$ cat src/rtl/mem_port_arbiter.sv
// Two-requester arbiter and one-access sequencer for the single-port 512x16 memory_unit.
// A granted request is latched, driven to memory for one cycle, then acked with registered data.
module mem_port_arbiter #(
  parameter int unsigned AW         = 9,
  parameter int unsigned DW         = 16,
  parameter bit          FIXED_PRIO = 1'b0
) (
  input  logic          clk,
  input  logic          rst,
  input  logic          req0,
  input  logic          req1,
  input  logic          we0,
  input  logic          we1,
  input  logic [AW-1:0] addr0,
  input  logic [AW-1:0] addr1,
  input  logic [DW-1:0] wdata0,
  input  logic [DW-1:0] wdata1,
  output logic          ack0,
  output logic          ack1,
  output logic [DW-1:0] rdata0,
  output logic [DW-1:0] rdata1,
  output logic          mem_we,
  output logic [AW-1:0] mem_addr,
  output logic [DW-1:0] mem_d,
  input  logic [DW-1:0] mem_q,
  output logic          busy
);

  typedef enum logic [1:0] {
    IDLE   = 2'd0,
    ACCESS = 2'd1,
    RESP   = 2'd2
  } state_t;

  state_t        state;
  logic          l_sel;
  logic          l_we;
  logic [AW-1:0] l_addr;
  logic [DW-1:0] l_wdata;
  logic          last;

  logic          cand0_c;
  logic          cand1_c;
  logic          grant_c;
  logic          grant_id_c;
  logic          g_we_c;
  logic [AW-1:0] g_addr_c;
  logic [DW-1:0] g_wdata_c;

  // Arbitration: in RESP the requester being acked is not a candidate.
  always_comb begin
    cand0_c    = 1'b0;
    cand1_c    = 1'b0;
    grant_c    = 1'b0;
    grant_id_c = 1'b0;
    if (state != ACCESS) begin
      cand0_c = req0 && !(state == RESP && l_sel == 1'b0);
      cand1_c = req1 && !(state == RESP && l_sel == 1'b1);
    end
    grant_c = cand0_c | cand1_c;
    if (cand0_c && cand1_c) begin
      grant_id_c = FIXED_PRIO ? 1'b0 : ~last;
    end else begin
      grant_id_c = cand1_c;
    end
  end

  assign g_we_c    = grant_id_c ? we1    : we0;
  assign g_addr_c  = grant_id_c ? addr1  : addr0;
  assign g_wdata_c = grant_id_c ? wdata1 : wdata0;

  // Memory address/data come straight from the latch registers, so they hold outside ACCESS.
  assign mem_addr = l_addr;
  assign mem_d    = l_wdata;

  always_ff @(posedge clk or posedge rst) begin
    if (rst) begin
      state   <= IDLE;
      l_sel   <= 1'b0;
      l_we    <= 1'b0;
      l_addr  <= '0;
      l_wdata <= '0;
      last    <= 1'b1;
      ack0    <= 1'b0;
      ack1    <= 1'b0;
      rdata0  <= '0;
      rdata1  <= '0;
      mem_we  <= 1'b0;
      busy    <= 1'b0;
    end else begin
      ack0   <= 1'b0;
      ack1   <= 1'b0;
      mem_we <= 1'b0;
      unique case (state)
        IDLE, RESP: begin
          if (grant_c) begin
            state   <= ACCESS;
            l_sel   <= grant_id_c;
            last    <= grant_id_c;
            l_we    <= g_we_c;
            l_addr  <= g_addr_c;
            l_wdata <= g_wdata_c;
            mem_we  <= g_we_c;
            busy    <= 1'b1;
          end else begin
            state <= IDLE;
            busy  <= 1'b0;
          end
        end
        ACCESS: begin
          // Write commits in memory at this edge; a read captures the combinational q.
          if (!l_we) begin
            if (l_sel) begin
              rdata1 <= mem_q;
            end else begin
              rdata0 <= mem_q;
            end
          end
          ack0  <= ~l_sel;
          ack1  <= l_sel;
          busy  <= 1'b1;
          state <= RESP;
        end
        default: begin
          state <= IDLE;
          busy  <= 1'b0;
        end
      endcase
    end
  end

endmodule

$ cat config.mk
export PLATFORM = sky130hd
export DESIGN_NAME = mem_port_arbiter
export DESIGN_NICKNAME = d
export VERILOG_FILES = /design/src/rtl/mem_port_arbiter.sv
export SDC_FILE = /design/constraint.sdc
export NUM_CORES = 1
export LEC_CHECK = 0
export CAP_MARGIN = 0
export CELL_PAD_IN_SITES_DETAIL_PLACEMENT = 0
export CELL_PAD_IN_SITES_GLOBAL_PLACEMENT = 1
export CORE_MARGIN = 2
export CORE_UTILIZATION = 34
export CTS_CLUSTER_SIZE = 10
export DETAILED_ROUTE_END_ITERATION = 12
export GPL_ROUTABILITY_DRIVEN = 0
export PLACE_DENSITY_LB_ADDON = 0.15
export SKIP_CTS_REPAIR_TIMING = 1
export SYNTH_ARGS = -nofsm -noshare
export SYNTH_HDL_FRONTEND = slang
export SYNTH_SLANG_ARGS = --single-unit
export TNS_END_PERCENT = 20
$ cat constraint.sdc
create_clock -name clk -period 5.66 [get_ports clk]
set_input_delay 1.132 -clock clk [delete_from_list [all_inputs] [get_ports clk]]
set_output_delay 1.132 -clock clk [all_outputs]
set_load 0.02 [all_outputs]
==> impl_results.rst <==
.. list-table::
   :header-rows: 1

   * - Metric
     - Value
   * - Number of buffers created by CTS
     - 9
   * - Pre-antenna DRT Iters
     - 4
   * - Transition time of the tightest slew-check pin
     - 1.32 ns
   * - Min Clock Period, post-route
     - 3.51 ns
   * - GRT Residual Overflow
     - 0
   * - Register area share after synthesis
     - 56.1%
   * - Largest delay contributor family on the critical path
     - buffers and inverters
   * - GR Layer Usage met1
     - 23.5%
   * - Sw power
     - 1.02 mW
   * - Final cycle utilization of the critical path
     - 62.0%
   * - Per-cell via count in the routed design
     - 5.16
   * - Relative area change from synthesis to final layout
     - 52.5%
   * - Top-level I/O count
     - 133
   * - Proportion of power drawn by the clock network
     - 13.1%
   * - Fin area
     - 4490 sq um
   * - Latest clock arrival within the worst-skew pair
     - 0.33 ns
   * - Area contributors post-synth
     - sky130_fd_sc_hd__dfrtp_1 55%, sky130_fd_sc_hd__mux2_2 8.8%, sky130_fd_sc_hd__o211ai_1 6.6%
   * - Clock buffer depth
     - 2
   * - Die Y-Extent
     - 97.1 um
   * - Synthesized area divided by synthesized cell count
     - 11.7 sq um
   * - Maximum number of pins on one net before global-route repair
     - 38
   * - Via count of the first global-routing pass
     - 2535
   * - Arrival time of data at the critical path endpoint
     - 3.72 ns
   * - Antenna cell count
     - 0
   * - Half-perimeter wire length after placement
     - 5380 um
   * - Crit path max fanout
     - 29
   * - Library cell with the largest summed area after synthesis
     - sky130_fd_sc_hd__dfrtp_1
   * - Final-stage net count
     - 447
   * - Initial Utilization
     - 35.5%
   * - Static Leakage
     - 1.77 nW
   * - Total of max-cap violations
     - 0
   * - Share of total power in sequential cells
     - 33.4%
   * - Buffers on Ports
     - 132
   * - Global-route usage over all layers
     - 17.3%
   * - Clk slew on worst S/H paths
     - 0.07 ns
   * - Total via count in the routed design
     - 2501
   * - Data required time of the critical path
     - 5.87 ns
   * - Detailed router's first-iteration violation count
     - 140
   * - List of cells traversed by the critical path
     - clkdlybuf4s50_1 -> buf_4 -> a21o_1 -> nand2_1 -> inv_2 -> mux2_2
   * - Fraction of layout cells with a size suffix above 1
     - 16.6%
   * - Filler cell count in the final layout
     - 756
   * - Worst clock skew
     - 0.00850 ns
   * - Met2 capacity usage during global routing
     - 26.9%
   * - Setup TNS
     - 0 ns
   * - Die Outline Area
     - 9430 sq um
   * - RSZ-0062 raised after global routing
     - no
   * - Met3 capacity usage during global routing
     - 3.81%
   * - Total wire length after detailed routing
     - 8060 um
   * - Gate count of the mapped netlist
     - 251
   * - Status
     - completed
   * - Area of the placeable core
     - 8300 sq um
   * - Hold Fails Final Rpt
     - 0
   * - Worst min-delay path class
     - flip-flop to flip-flop
   * - Number of nets produced by synthesis
     - 323
   * - Total cell area at the placement stage
     - 4320 sq um
   * - Synth warnings
     - 0
   * - Cell-internal power
     - 1.53 mW
   * - Initial antenna violation count
     - 0
   * - Count of buffer and inverter cells on the critical path
     - 3
   * - Flip-flop and latch count after synthesis
     - 66
   * - Wire length of the first global-routing pass
     - 13100 um
   * - Slowest stage cell, crit path
     - sky130_fd_sc_hd__a21o_1
   * - Cell area after technology mapping
     - 2950 sq um
   * - Residual antenna-violating net count after detailed routing
     - 0
   * - Worst IR drop on VDD
     - 0.000205 V
   * - CTS tree
     - done
   * - Startpoint-to-endpoint class of the critical path
     - primary input to flip-flop
   * - Final setup violation count
     - 0
   * - Total clock sinks
     - 66
   * - DR WL/cell
     - 16.6 um
   * - Share of total power consumed by net switching
     - 40.0%
   * - Peak Freq
     - 285 MHz
   * - Final slew viol count
     - 0
   * - Remaining routing DRC violations
     - 0
   * - Combinational power share
     - 53.4%
   * - Row count
     - 33
   * - Startpoint Class
     - primary input
   * - Peak per-stage delay on the critical path
     - 0.73 ns
   * - Pwr Density
     - 570 nW/um^2
   * - Number of distinct library cells after synthesis
     - 27
   * - CTS Root Buffer Type
     - sky130_fd_sc_hd__clkbuf_8
   * - Width of the die
     - 97.1 um
   * - Worst max-slew margin expressed relative to the limit
     - 12.2%
   * - Share of the synthesized area in the top cell type
     - 55.2%
   * - Most used routing layer in global routing
     - met2
   * - Sort of element at the end of the critical path
     - flip-flop
   * - H-tree lvl count
     - 3
==> sequential cells by signal (all words and copies together), names as in the netlist <==
name and flops:
ack0 1, ack1 1, busy 1, l_sel 1, l_we 1, last 1, mem_addr 9, mem_d 16
mem_we 1, rdata0 16, rdata1 16, state 2
==> through the flow <==
step | instances | hold WS [ns] | util (%) | total power, mW | worst slack (ns)
floorplan | 251 | 0.537 | - | 1.62 | 2.87
global placement | 469 | 0.490 | 52.1 | 2.22 | 1.86
detailed placement | 469 | 0.492 | 52.1 | 2.24 | 1.83
CTS | 485 | 0.511 | 54.2 | 2.59 | 2.19
global route | 485 | 0.527 | 54.2 | 2.73 | 2.00
finish | 485 | 0.507 | 54.2 | 2.56 | 2.15
==> final timing paths <==
kind	startpoint	slack (ns)	depth (start not counted)	end
setup / recovery	req1	2.15	6	l_sel$_DFFE_PP0P_
setup reg to reg	l_sel$_DFFE_PP0P_	3.08	5	l_sel$_DFFE_PP0P_
min in group asynchronous	rst	1.20	2	mem_d[1]$_DFFE_PP0P_
hold / removal	rdata1[10]$_DFFE_PP0P_	0.51	1	rdata1[10]$_DFFE_PP0P_
max in group asynchronous	rst	3.56	3	rdata1[10]$_DFFE_PP0P_
hold reg to reg	rdata1[10]$_DFFE_PP0P_	0.51	1	rdata1[10]$_DFFE_PP0P_
==> worst register-to-register path: stages (launching register included) <==
cell	delay, ns
sky130_fd_sc_hd__dfrtp_1	0.48
sky130_fd_sc_hd__nand2b_1	0.18
sky130_fd_sc_hd__a21o_1	0.73
sky130_fd_sc_hd__nand2_1	0.23
sky130_fd_sc_hd__inv_2	0.45
sky130_fd_sc_hd__mux2_2	0.39
==> placed cells by master (no fill, tap or decap), drive strengths merged, types with 2 or more instances in the layout <==
master	count
buf	4
nor2	2
nand2	3
nand2b	2
inv	5
o21ai	26
mux2	34
o211ai	26
a21o	2
dfrtp	65
clkinv	7
clkdlybuf4s50	132
clkbuf	9
a31oi	27
a21oi	29
==> routing by layer <==
metal / up-vias / wire, um
met4: 0 / 63
met2: 103 / 3840
met1: 1203 / 3660
li1: 1191 / -
met3: 4 / 495
met5: - / 0
==> cell usage after synthesis (all sizes together) <==
| cell | n |
|---|---|
| a21o | 2 |
| a21oi | 29 |
| a31oi | 27 |
| and2 | 1 |
| buf | 8 |
| clkbuf | 15 |
| dfrtp | 65 |
| dfstp | 1 |
| inv | 5 |
| mux2 | 34 |
| nand2 | 3 |
| nand2b | 2 |
| nand3 | 1 |
| nand3b | 1 |
| nor2 | 2 |
| nor2b | 1 |
| nor3 | 1 |
| o211a | 1 |
| o211ai | 26 |
| o21ai | 26 |
==> logic make-up (layout without fill, tap and decap cells) <==
| kind of cell | Yosys count | count (layout) | share of synthesized area, % |
|---|---|---|---|
| AOI/OAI and AO/OA | 111 | 111 | 23.0 |
| DFF | 66 | 66 | 56.1 |
| muxes | 34 | 34 | 14.3 |
| and+or+nand+nor | 12 | 12 | 2.33 |
| buffers and inverters | 28 | 157 | 4.33 |
==> power groups by stage <==
stage,Clock (mW),Combinational (mW),Sequential [mW]
final,0.336,1.37,0.856
after detailed placement,0,1.38,0.862
after CTS,0.354,1.38,0.858
after floorplan,0,0.513,1.11
after global placement,0,1.36,0.860
after global routing,0.377,1.46,0.886
==> layout make-up <==
type                    instances  area, sq um  share of cell area, %
clock inverters                 7         46.3                   1.03
flip-flops and latches         66         1650                   36.8
clock buffers                   9          124                   2.76
repair buffers                136         1350                   30.1
well taps                     105          131                   2.92
inverters                       5         18.8                  0.418
multi-input cells             157         1170                   26.0
(Power assumes the default switching activity.)
